`src/rtl/dcache_port0_arbiter.sv`:
```
// Write-port-0 arbiter for the data cache: grants whole bursts to the load unit (LDU) or store unit (STU).
// Optional STU aging priority is enabled with `define DCACHE_PORT0_ARBITER_AGING_EN.
module dcache_port0_arbiter #(
  parameter int PORT_WIDTH   = 32,
  parameter int ADDR_WIDTH   = 32,
  parameter int ENABLE_WIDTH = 4,
  parameter int WAYS_NUMBER  = 4,
  parameter int AGE_LIMIT    = 8,
  localparam int CMD_WIDTH   = 2 + ENABLE_WIDTH + WAYS_NUMBER + ADDR_WIDTH + PORT_WIDTH
) (
  input  logic                 clk_i,
  input  logic                 rst_n_i,
  input  logic                 ldu_req_i,
  input  logic                 ldu_last_i,
  input  logic [CMD_WIDTH-1:0] ldu_cmd_i,
  output logic                 ldu_grant_o,
  input  logic                 stu_req_i,
  input  logic                 stu_last_i,
  input  logic [CMD_WIDTH-1:0] stu_cmd_i,
  output logic                 stu_grant_o,
  output logic                 cache_write_o,
  output logic [CMD_WIDTH-1:0] cache_cmd_o,
  output logic                 port0_idle_o
);

  localparam logic [1:0] IDLE    = 2'd0;
  localparam logic [1:0] OWN_LDU = 2'd1;
  localparam logic [1:0] OWN_STU = 2'd2;

  logic [1:0] state_q;
  logic [1:0] state_d;
  logic       stu_aged_s;

`ifdef DCACHE_PORT0_ARBITER_AGING_EN
  localparam int AGE_W = $clog2(AGE_LIMIT + 1);
  localparam logic [AGE_W-1:0] AGE_MAX = AGE_W'(AGE_LIMIT);

  logic [AGE_W-1:0] age_q;
  logic [AGE_W-1:0] age_d;

  assign stu_aged_s = (age_q == AGE_MAX);

  // Count STU waiting cycles; cleared on the cycle the STU grant rises.
  always_comb begin
    age_d = age_q;
    if ((state_d == OWN_STU) && (state_q != OWN_STU)) begin
      age_d = '0;
    end else if (stu_req_i && (state_q != OWN_STU) && !stu_aged_s) begin
      age_d = age_q + AGE_W'(1);
    end else begin
      age_d = age_q;
    end
  end

  always_ff @(posedge clk_i or negedge rst_n_i) begin
    if (!rst_n_i) begin
      age_q <= '0;
    end else begin
      age_q <= age_d;
    end
  end
`else
  assign stu_aged_s = 1'b0;
`endif

  // Next owner. On release the other requester is preferred so LDU cannot lock out STU.
  always_comb begin
    state_d = state_q;
    case (state_q)
      IDLE: begin
        if (stu_req_i && (!ldu_req_i || stu_aged_s)) begin
          state_d = OWN_STU;
        end else if (ldu_req_i) begin
          state_d = OWN_LDU;
        end else begin
          state_d = IDLE;
        end
      end
      OWN_LDU: begin
        if (!ldu_req_i || ldu_last_i) begin
          state_d = stu_req_i ? OWN_STU : IDLE;
        end else begin
          state_d = OWN_LDU;
        end
      end
      OWN_STU: begin
        if (!stu_req_i || stu_last_i) begin
          state_d = ldu_req_i ? OWN_LDU : IDLE;
        end else begin
          state_d = OWN_STU;
        end
      end
      default: state_d = IDLE;
    endcase
  end

  always_ff @(posedge clk_i or negedge rst_n_i) begin
    if (!rst_n_i) begin
      state_q <= IDLE;
    end else begin
      state_q <= state_d;
    end
  end

  assign ldu_grant_o  = (state_q == OWN_LDU);
  assign stu_grant_o  = (state_q == OWN_STU);
  assign port0_idle_o = (state_q == IDLE);

  // Owner's command passes straight through; a dropped req means no write that cycle.
  always_comb begin
    cache_write_o = 1'b0;
    cache_cmd_o   = '0;
    case (state_q)
      OWN_LDU: begin
        cache_write_o = ldu_req_i;
        cache_cmd_o   = ldu_cmd_i;
      end
      OWN_STU: begin
        cache_write_o = stu_req_i;
        cache_cmd_o   = stu_cmd_i;
      end
      default: begin
        cache_write_o = 1'b0;
        cache_cmd_o   = '0;
      end
    endcase
  end

endmodule

```
`config.mk`:
```
export PLATFORM = sky130hd
export DESIGN_NAME = dcache_port0_arbiter
export DESIGN_NICKNAME = d
export VERILOG_FILES = /design/src/rtl/dcache_port0_arbiter.sv
export SDC_FILE = /design/constraint.sdc
export NUM_CORES = 1
export LEC_CHECK = 0
export BUFFER_PORTS_ARGS = -buffer_cell sky130_fd_sc_hd__buf_2
export CAP_MARGIN = 20
export CORE_AREA = 2 2 90 92
export DETAILED_ROUTE_END_ITERATION = 8
export DIE_AREA = 0 0 92 94
export GPL_TIMING_DRIVEN = 0
export HOLD_SLACK_MARGIN = 0.05
export PLACE_DENSITY = 0.59
export SKIP_LAST_GASP = 1
export SLEW_MARGIN = 20
export SYNTH_ARGS = -nofsm -noshare
export SYNTH_HDL_FRONTEND = slang
export SYNTH_SLANG_ARGS = --single-unit
```
`constraint.sdc`:
```
create_clock -name clk_i -period 1.5 [get_ports clk_i]
set_clock_uncertainty 0.05 [all_clocks]
set_input_delay 0 -clock clk_i [delete_from_list [all_inputs] [get_ports clk_i]]
set_output_delay 0 -clock clk_i [all_outputs]
set_load 0.1 [all_outputs]
```
# Word-level counts from Yosys, hierarchy flattened
# Index checks and enable logic that the tools add are counted.
[word_totals]
reg_bits = 2
latch_bits = 0
ram_bits = 0
mem_bits_ro = 0
in_bits = 154
elab_cells = 17
n_memories = 0
[classes]
n_addsub = 0
mul = 0
div = 0
order_cmp = 0
eq_ne = 2
n_shift = 0
muxes = 8
n_bitwise = 0
reduce_logical = 6
[ops]
columns = ["operator", "n"]
rows = [
  ["one-hot mux 74 bit (2 select lines)", 1],
  ["2-to-1 mux 2 bit", 4],
  ["one-hot mux 2 bit (3 select lines)", 1],
  ["== test 2 x 1 -> 1 bit (second input constant)", 1],
  ["== test 2 bit (second input constant)", 1],
  ["zero test 1 bit", 2],
  ["zero test 2 bit", 1],
  ["logical OR 1 bit", 2],
  ["one-hot mux 1 bit (2 select lines)", 1],
  ["logical AND 1 bit", 1],
  ["2-to-1 mux 1 bit", 1],
]

# Logic depth before layout (Yosys ltp)
# Gate-level depths: netlist (run 1).
[logic_depth]
word_depth = 4
mapped_depth = 7

# Worst setup path before layout (run 1)
# OpenSTA, ideal clock, no wires.
[synth_timing]
kind = "register -> output"
startpoint = "reg state_q[0]"
endpoint = "out cache_cmd_o[44]"
t_arrival_ns = 3.219
required_ns = 1.450
path_slack_ns = -1.769
path_stages_with_launch = 8
path_buffers = 3
cell_sequence = "dfrtp_1 -> inv_1 -> ha_1 -> buf_2 -> buf_6 -> buf_4 -> a22oi_1 -> nor2b_1"
[synth_via]
elab_chain_len = 2
[synth_lines]
columns = ["item", "line_no", "text"]
rows = [
  ["from (decl)", "30", "logic [1:0] state_q;"],
  ["from (signal assigned)", "101", "state_q <= state_d;"],
  ["== test 2 bit", "n/a", ""],
  ["via stu_grant_o", "20", "output logic stu_grant_o,"],
  ["one-hot mux 74 bit (2 select lines)", "113", "case (state_q)"],
  ["to (decl)", "22", "output logic [CMD_WIDTH-1:0] cache_cmd_o,"],
]
# The timed path passes the listed nets, and every way through them passes these cells.

# Worst setup path in the final report (run 1)
[layout_timing]
startpoint = "reg state_q[0]"
endpoint = "out cache_cmd_o[33]"
[layout_via]
elab_chain_len = 2
[layout_lines]
columns = ["item", "line_no"]
rows = [
  ["== test 2 bit or == test 2 x 1 -> 1 bit (tied branches)", "113"],
  ["one-hot mux 74 bit (2 select lines) (*)", "113"],
]
# Mark *: on every way between the ends. The rest lies on a longest branch, timed or not.

==> impl_metrics.tcl, run 1 <==
set metrics [dict create \
    core_um2 7607 \
    max_cap_viol_count 0 \
    multiInputGateArea_um2 1988 \
    initial_core_util_pct 18.19 \
    critical_path_class "reg -> out" \
    synthToLayoutAreaGrowth_pct 276.0 \
    synthSimpleGateAreaFrac_pct 34.36 \
    yosysUniqueCellTypes 15 \
    tns_ns -14.89 \
    first_pass_iters 4 \
    die_y_um 94 \
    largest_register_ffs 2 \
    worst_slew_pin_slew_ns 0.4942 \
    run_status "finished with violations" \
    vias 2598 \
    synth_fa_ha_area_share_pct 3.617 \
    p_leak_nw 2.207 \
    chipWidth_um 92 \
    finalPower_mw 8.775 \
    postSynthCellCount 194 \
    violations "negative setup slack" \
    dieArea_um2 8648 \
    yosysTopAreaCell "a22oi_1" \
    yosys_warnings 0 \
    grt_pass1_vias 2771 \
    finalCritPeriodShare_pct 116.2 \
    stdcell_area_um2 5204 \
    hold_viol_final 0 \
    worst_skew_pair.late_latency_ns 0.22 \
    cts-root-buf "clkbuf_8" \
    synth_top_family_by_area "compound AO/OA/AOI/OAI gates" \
    syn_avg_cell_area_um2 7.133 \
    top_regs "state_q x2" \
    antenna_cells 0 \
    cts.path.max_buffers 2 \
    grt_pass1_wl_mm 13.71 \
    netlist_area_um2 1384 \
    postPlaceCellArea_um2 3452 \
    nFillCells 560 \
    cp_data_arrival_time_ns 1.69 \
    cp_common_cell "buf_12" \
    drtIter0Drc 38 \
    end_kind "output pin" \
    slew_headroom_pct 67.28 \
    fin_cells 551 \
    cp_slowest_cell "dfrtp_1" \
    setup_slack_ns -0.2428 \
    critPathRequiredTime_ns 1.45 \
    antenna_left 0 \
    fin_nets 609 \
    hpwl_mm 6.118 \
    period_needed_ns 1.743 \
    dp.cells 527 \
    worstPathMaxFanout 10 \
    critical_path.max_stage_delay_ns 0.41 \
    crit_chain "inv_2, ha_4, buf_12, clkbuf_16, nor2b_4, buf_12" \
    post_drt_via_cell_ratio 4.715 \
    tritoncts "built" \
    htree_levels 1 \
    cts_buffers 3 \
    port_buffers 231 \
    top_register "state_q" \
    drive_above_1_share_pct 91.31 \
    grt_usage_pct 19.74 \
    synth_mux_area_share_pct 0 \
    rsz0062_at_grt "true" \
    grt_max_degree 11 \
    setup_viol 76 \
    routed_wl_mm 9.152 \
    p_per_area_nw_per_um2 1686 \
    antenna_found_initial 1 \
    startpoint_type "register" \
    synth_top_area_share_pct 40.69 \
    place.gp.congestion 0.7656 \
    cts.sinks 2 \
    ys_seq_area_share_pct 3.617 \
    ys_ff_latch 2 \
    max_freq_ghz 0.5738 \
    slew_violations 0 \
    synth_compound_area_share_pct 44.48 \
    yosys.area_share.xor_xnor_pct 0 \
    path_clk_slew_ns 0.03 \
    ys_top_cells_by_area "a22oi_1 (41%), nor2b_1 (34%), buf_2 (3.6%)" \
    grt_overflow_total 0 \
    wl_per_cell_um 16.61 \
    hp-class "in -> reg" \
    pin_count 232 \
    peakVddDrop_mv 1.114 \
    post-place-ws_ns -0.7000 \
    seq_area_um2 50.05 \
    synth_nets 352 \
    drcViolationCount 0 \
    fp-row-count 32 \
]
[metrics by stage]
stage	util (%)	hold WS, ns
finish	68.40	0.08178
global route	68.40	0.1076
CTS	66.76	0.08214
detailed placement	45.38	-0.2562
global placement	45.38	-0.2621
floorplan	-	-0.3456
[Yosys cell counts, drive strengths merged]
master,n
nor2b,76
a22oi,75
buf,19
clkbuf,7
inv,5
ha,4
a211oi,2
a21oi,2
dfrtp,2
o21ai,2
[cell type report]
| type | count | share of cell area (%) |
|---|---|---|
| repair buffers | 254 | 49.68 |
| well taps | 102 | 2.453 |
| clock buffers | 3 | 0.7935 |
| multi-input cells | 161 | 38.21 |
| plain buffers | 24 | 7.550 |
| inverters | 5 | 0.3607 |
| flip-flops and latches | 2 | 0.9618 |
[cell families (layout without fill, tap and decap cells)]
family                   Yosys count  in the layout
AND/OR/NAND/NOR                   76             76
AO/OA/AOI/OAI                     81             81
flip-flops                         2              2
buffers and inverters             31            286
adder cells (fa/ha/maj)            4              4
[critical path, delay by kind of cell (launching register included)]
| family | cells | cell delay (ns) |
|---|---|---|
| DFF | 1 | 0.41 |
| and+or+nand+nor | 1 | 0.16 |
| adders and majority gates | 1 | 0.30 |
| buffers and inverters | 4 | 0.58 |
[worst paths after layout]
check,endpoint,start,cells past startpoint,slack (ns)
setup / recovery,cache_cmd_o[33],state_q[0],6,-0.24
setup reg to reg,state_q[1],state_q[0],7,-0.02
min in group asynchronous,state_q[1],rst_n_i,3,0.61
hold / removal,state_q[1],ldu_last_i,3,0.08
max in group asynchronous,state_q[0],rst_n_i,3,0.66
hold reg to reg,state_q[1],state_q[0],2,0.69
[cell usage in the layout (no fill, tap or decap), drive strengths merged]
cell type and count:
ha 4, buf 262, o21ai 2, nor2b 76, dlygate4sd3 4, a22oi 75
a21oi 2, inv 5, a211oi 2, dfrtp 2, clkbuf 15
[power by group]
part	internal (mW)	switching (mW)
clock network	0.171	0.0551
registers	0.0669	0.0148
logic	3.78	4.68
total	4.02	4.75
[per-layer routing]
metal	wire length (µm)	vias to the layer above	global-route usage [%]
met5	13	-	0
met3	684	12	3.531
li1	-	1228	-
met2	5217	136	40.32
met1	3097	1220	20.45
met4	140	2	5.100
[repair_timing]
item | 4_1_cts | 5_1_grt
hold endpoints to repair | 4 | 0
resized for setup | 365 | 15
hold buffers | 4 | 0
gates cloned | 5 | 3
pin swaps | 5 | 3
buffers inserted | 7 | 5
endpoints found under the setup margin | 77 | 79
Power figures use the tool's default switching activity.
==> inputs of run 2 (changes only) <==
--- a/config.mk
+++ b/config.mk
@@ -5,11 +5,11 @@
 export SDC_FILE = /design/constraint.sdc
 export NUM_CORES = 1
 export LEC_CHECK = 0
+export ABC_AREA = 1
 export BUFFER_PORTS_ARGS = -buffer_cell sky130_fd_sc_hd__buf_2
-export CAP_MARGIN = 20
-export CORE_AREA = 2 2 90 92
+export CORE_AREA = 2 2 89 91
 export DETAILED_ROUTE_END_ITERATION = 8
-export DIE_AREA = 0 0 92 94
+export DIE_AREA = 0 0 91 93
 export GPL_TIMING_DRIVEN = 0
 export HOLD_SLACK_MARGIN = 0.05
 export PLACE_DENSITY = 0.59
==> run 2 against run 1 <==
Against the previous run: the flow still finishes with violations (negative setup slack); register-to-register slack better by 0.14 ns; die area down 2.1%; critical path depth increased by 2; via count increased by 6.5%; fmax decreased by 0.50%; critical endpoint is now cache_cmd_o[60]; wire length shrank 4.1%; global-route usage fell by 1.7 points; highest routed layer is now met4; core utilization decreased by 3.1 points; worst hold slack got worse by 0.021 ns.
==> impl_metrics.tcl, run 2 <==
set metrics [dict create \
    final_util_pct 65.26 \
    yosys_warnings 0 \
    tns_ns -14.87 \
    cts_buffers 3 \
    cp_slowest_cell "dfrtp_1" \
    place.gp.congestion 0.8067 \
    die_y_um 93 \
    hpwl_mm 6.509 \
    core_um2 7527 \
    top_regs "state_q x2" \
    crit_chain "inv_2, ha_4, buf_8, buf_12, buf_8, nand2_1, a21oi_4, buf_12" \
    rsz0062_at_grt "true" \
    worst_skew_pair.late_latency_ns 0.21 \
    grt_pass1_wl_mm 12.97 \
    r2r-start "state_q[0]" \
    synth_common_cells "nand2_1 (154), a21oi_1 (76), buf_2 (14)" \
    synthSimpleGateAreaFrac_pct 45.79 \
    yosys.area_share.xor_xnor_pct 0 \
    synth_fa_ha_area_share_pct 3.831 \
    largest_register_ffs 2 \
    first_pass_iters 4 \
    cts-root-buf "clkbuf_8" \
    cp_data_arrival_time_ns 1.70 \
    drcViolationCount 0 \
    post-place-ws_ns -0.6801 \
    synth_mux_area_share_pct 0 \
    postSynthCellCount 276 \
    netlist_area_um2 1306 \
    seq_area_um2 50.05 \
    cts.path.max_buffers 2 \
    grt_overflow_total 0 \
    synth_nets 434 \
    dieArea_um2 8463 \
    ys_ff_latch 2 \
    initial_core_util_pct 17.35 \
    max_freq_ghz 0.5709 \
    worst_slew_pin_slew_ns 0.5027 \
    max_cap_viol_count 0 \
    tritoncts "built" \
    final_common_cell "buf_2" \
    drive_above_1_share_pct 68.34 \
    yosysTopAreaCell "nand2_1" \
    fin_nets 678 \
    synth_top_family_by_area "simple AND/OR/NAND/NOR gates" \
    multiInputGateArea_um2 1938 \
    port_buffers 231 \
    vias 2768 \
    synth_most_common_cell "nand2_1" \
    htree_levels 1 \
    ys.flop_type "dfrtp_1" \
    synth_edf_count 0 \
    ys_top_cells_by_area "nand2_1 (44%), a21oi_1 (29%), buf_6 (6.9%)" \
    wl_per_cell_um 14.16 \
    run_status "finished with violations" \
    fin_cells 620 \
    cts.sinks 2 \
    synth_compound_area_share_pct 30.27 \
    startpoint_type "register" \
    setup_viol 75 \
    hp-class "in -> async" \
    worstPathMaxFanout 10 \
    ys_seq_area_share_pct 3.831 \
    grt_pass1_vias 2848 \
    period_needed_ns 1.752 \
    pin_count 232 \
    slew_headroom_pct 66.72 \
    setup_slack_ns -0.2517 \
    finalCritPeriodShare_pct 116.8 \
    routed_wl_mm 8.781 \
    fp-row-count 32 \
    top_register "state_q" \
    critPathRequiredTime_ns 1.45 \
    post_drt_via_cell_ratio 4.465 \
    nFillCells 603 \
    final_cell_mix "buf_2 (156), nand2_1 (144), buf_12 (80)" \
    syn_avg_cell_area_um2 4.733 \
    dp.cells 609 \
    slew_violations 0 \
    synthToLayoutAreaGrowth_pct 276.1 \
    rr_endpoint "state_q[1]" \
    r2r_setup_slack_ns 0.12 \
    yosysUniqueCellTypes 12 \
    drtIter0Drc 39 \
    chipWidth_um 91 \
    antenna_found_initial 0 \
    violations "negative setup slack" \
    antenna_cells 0 \
    reg2reg_depth 7 \
    grt_usage_pct 18.09 \
    antenna_left 0 \
    path_clk_slew_ns 0.03 \
    synthArstFlopShare_pct 100.0 \
    hold_viol_final 0 \
    grt_max_degree 11 \
    end_kind "output pin" \
    critical_path.max_stage_delay_ns 0.40 \
    critical_path_class "reg -> out" \
    synth_top_area_share_pct 44.25 \
]
run 2: cell families after synthesis:
kind of cell | after synthesis
simple gates | 158
compound gates | 78
buf+inv | 34
fa+ha+maj | 4
flops | 2
run 2: final cells by class:
| type | instances | share of cell area, % |
|---|---|---|
| Clock buffer | 3 | 0.8406 |
| Sequential cell | 2 | 1.019 |
| Buffer | 26 | 7.234 |
| Tap cell | 102 | 2.598 |
| Timing Repair Buffer | 239 | 48.24 |
| Inverter | 8 | 0.6113 |
| Multi-Input combinational cell | 240 | 39.45 |
run 2: worst max-delay path, delay by kind of cell, from the launching register on:
kind / cells / cell delay (ns)
buffers and inverters: 5 / 0.65
AOI/OAI and AO/OA: 1 / 0.19
and+or+nand+nor: 1 / 0.10
DFF: 1 / 0.40
adders and majority gates: 1 / 0.14
run 2: routing by layer:
metal | routed length (µm) | vias up | global-route usage (%)
met5 | 0 | - | 0
met4 | 68 | 0 | 1.768
met3 | 653 | 8 | 3.626
met2 | 5011 | 125 | 37.35
met1 | 3048 | 1271 | 19.32
li1 | - | 1364 | -
run 2: how the worst max path moves through the flow:
stage / start / end / slack, ns / cells after the start
after floorplan: state_q[0] / cache_cmd_o[43] / -0.45 / 7
after global placement: state_q[0] / cache_cmd_o[71] / -0.65 / 7
after detailed placement: state_q[0] / cache_cmd_o[72] / -0.68 / 7
after CTS: state_q[0] / cache_cmd_o[41] / -0.25 / 7
after global routing: state_q[0] / cache_cmd_o[60] / -0.34 / 8
final: state_q[0] / cache_cmd_o[60] / -0.25 / 8
run 2: what timing repair did:
action | 4_1_cts | 5_1_grt
buffers inserted | 3 | 0
endpoints found under the hold margin | 3 | 0
hold buffers | 3 | 0
resized for setup | 260 | 96
cloned | 0 | 2
pin swaps | 0 | 9
setup endpoints to repair | 75 | 75
run 2: stage by stage:
stage	area, µm²	hold WS, ns
after global routing	4912	0.07672
after floorplan	2191	-0.3456
after detailed placement	3475	-0.2600
after global placement	3475	-0.2632
after CTS	4497	0.05475
final	4912	0.06028
Power of run 2 is left out: the tool's default activity adds up to more than one toggle a clock period on the data nets, which glitch-free logic cannot reach.
==> inputs of run 3 (changes only) <==
--- a/config.mk
+++ b/config.mk
@@ -7,12 +7,15 @@
 export LEC_CHECK = 0
 export ABC_AREA = 1
 export BUFFER_PORTS_ARGS = -buffer_cell sky130_fd_sc_hd__buf_2
-export CORE_AREA = 2 2 89 91
+export CELL_PAD_IN_SITES_DETAIL_PLACEMENT = 1
+export CELL_PAD_IN_SITES_GLOBAL_PLACEMENT = 2
+export CORE_MARGIN = 2
+export CORE_UTILIZATION = 10
+export CTS_BUF_LIST = sky130_fd_sc_hd__clkbuf_2
 export DETAILED_ROUTE_END_ITERATION = 8
-export DIE_AREA = 0 0 91 93
 export GPL_TIMING_DRIVEN = 0
 export HOLD_SLACK_MARGIN = 0.05
-export PLACE_DENSITY = 0.59
+export PLACE_DENSITY = 0.9
 export SKIP_LAST_GASP = 1
 export SLEW_MARGIN = 20
 export SYNTH_ARGS = -nofsm -noshare
==> run 3 against run 2 <==
Against the previous run: via count up 4.9%; core utilization decreased by 22 points; cell area rose by 13%; wire length is 28% higher; final cell count grew 14%; count of clock-buffer cells in the layout is the same; die area increased by 65%; first-iteration DRC count increased by 82%; the flow still finishes with violations (negative setup slack).
==> impl_metrics.tcl, run 3 (same netlist as run 2, synthesis figures left out) <==
set metrics [dict create \
    hpwl_mm 8.019 \
    nFillCells 1434 \
    fin_nets 692 \
    routed_wl_mm 11.20 \
    vias 2905 \
    rsz0062_at_grt "true" \
    place.gp.congestion 0.7605 \
    worst_skew_pair.late_latency_ns 0.19 \
    run_status "finished with violations" \
    initial_core_util_pct 10.31 \
    antenna_found_initial 0 \
    end_kind "output pin" \
    htree_levels 1 \
    grt_pass1_wl_mm 17.54 \
    hp-class "in -> reg" \
    final_common_cell "buf_2" \
    hold_viol_final 0 \
    critical_path_class "reg -> out" \
    final_cell_mix "buf_2 (156), nand2_1 (97), buf_12 (81)" \
    period_needed_ns 1.712 \
    slew_violations 0 \
    setup_slack_ns -0.2125 \
    port_buffers 231 \
    setup_viol 77 \
    top_register "state_q" \
    fp-row-count 41 \
    worst_slew_pin_slew_ns 0.5101 \
    whs_ns 0.07843 \
    top_regs "state_q x2" \
    cts.sinks 2 \
    grt_max_degree 11 \
    dieArea_um2 13990 \
    synthToLayoutAreaGrowth_pct 323.4 \
    first_pass_iters 4 \
    worstPathMaxFanout 7 \
    cts-root-buf "clkbuf_2" \
    rr_endpoint "state_q[1]" \
    min_from "stu_last_i" \
    cp_data_arrival_time_ns 1.66 \
    wl_per_cell_um 15.91 \
    reg2reg_depth 7 \
    chipWidth_um 118.3 \
    antenna_cells 0 \
    tritoncts "built" \
    cts.path.max_buffers 2 \
    grt_overflow_total 0 \
    max_cap_viol_count 0 \
    final_util_pct 43.65 \
    critPathRequiredTime_ns 1.45 \
    finalCritPeriodShare_pct 114.2 \
    grt_usage_pct 15.42 \
    max_freq_ghz 0.5839 \
    slew_headroom_pct 66.23 \
    post_drt_via_cell_ratio 4.126 \
    drive_above_1_share_pct 78.95 \
    drtIter0Drc 71 \
    holdPathStages 4 \
    holdPathEnd "state_q[1]" \
    path_clk_slew_ns 0.03 \
    die_y_um 118.3 \
    r2r-start "state_q[0]" \
    cts_buffers 3 \
    core_um2 12670 \
    violations "negative setup slack" \
    drcViolationCount 0 \
    grt_pass1_vias 3341 \
    largest_register_ffs 2 \
    pin_count 232 \
    antenna_left 0 \
    r2r_setup_slack_ns -0.07 \
    startpoint_type "register" \
]
[run 3: changes by cell type in the layout (fill, tap and decap cells not counted), moves of 4 or more]
cell      previous run  this run
buf_16               0         4
nand2_1            144        97
nand2_2             10        45
clkbuf_4             6         0
nand2_4              0        12
buf_8                7        18
[run 3: layout make-up]
cell class	count	area [µm²]	share of cell area [%]
buffer	23	399.1	7.217
clock buffer	3	15.01	0.2715
inverter	8	32.53	0.5882
multi-input combinational	240	2133	38.57
sequential	2	50.05	0.9050
tap	172	215.2	3.891
timing repair buffer	256	2685	48.55
[run 3: layer usage]
layer / share of wire [%] / up-vias / global-route usage [%]
li1: - / 1396 / -
met1: 33 / 1390 / 15.02
met2: 61 / 111 / 33.53
met3: 4.9 / 8 / 2.799
met4: 1.2 / 0 / 1.581
met5: 0 / - / 0
[run 3: worst max path at each step]
stage / start / slack (ns) / end / cells after the start
finish: state_q[0] / -0.21 / cache_cmd_o[73] / 8
global route: state_q[0] / -0.30 / cache_cmd_o[1] / 7
CTS: state_q[1] / -0.23 / cache_cmd_o[64] / 8
detailed placement: state_q[0] / -0.76 / cache_cmd_o[62] / 7
global placement: state_q[0] / -0.73 / cache_cmd_o[66] / 7
floorplan: state_q[0] / -0.45 / cache_cmd_o[43] / 7
[run 3: worst max-delay path: stages, from the launching register on]
cell and delay (ns):
dfrtp_1 0.36, inv_2 0.07, ha_4 0.27, inv_4 0.04
buf_12 0.15, buf_12 0.15, buf_6 0.11, a21oi_4 0.13
buf_12 0.19
[run 3: per-stage QoR]
| step | instances | worst slack, ns | TNS, ns | cell area [µm²] |
|---|---|---|---|---|
| after floorplan | 276 | -0.4493 | -31.52 | 2191 |
| after global placement | 679 | -0.7324 | -41.77 | 3562 |
| after detailed placement | 679 | -0.7605 | -44.33 | 3562 |
| after CTS | 702 | -0.2350 | -14.55 | 5394 |
| after global routing | 704 | -0.2963 | -19.32 | 5530 |
| final | 704 | -0.2125 | -12.83 | 5530 |
[run 3: repair_timing]
item | 4_1_cts | 5_1_grt
resized for setup | 407 | 33
hold buffers | 1 | 0
buffers inserted | 13 | 2
cloned | 8 | 1
hold endpoints to repair | 2 | 0
endpoints found under the setup margin | 75 | 79
pin swaps | 45 | 29
Power of run 3 is left out for the same reason.
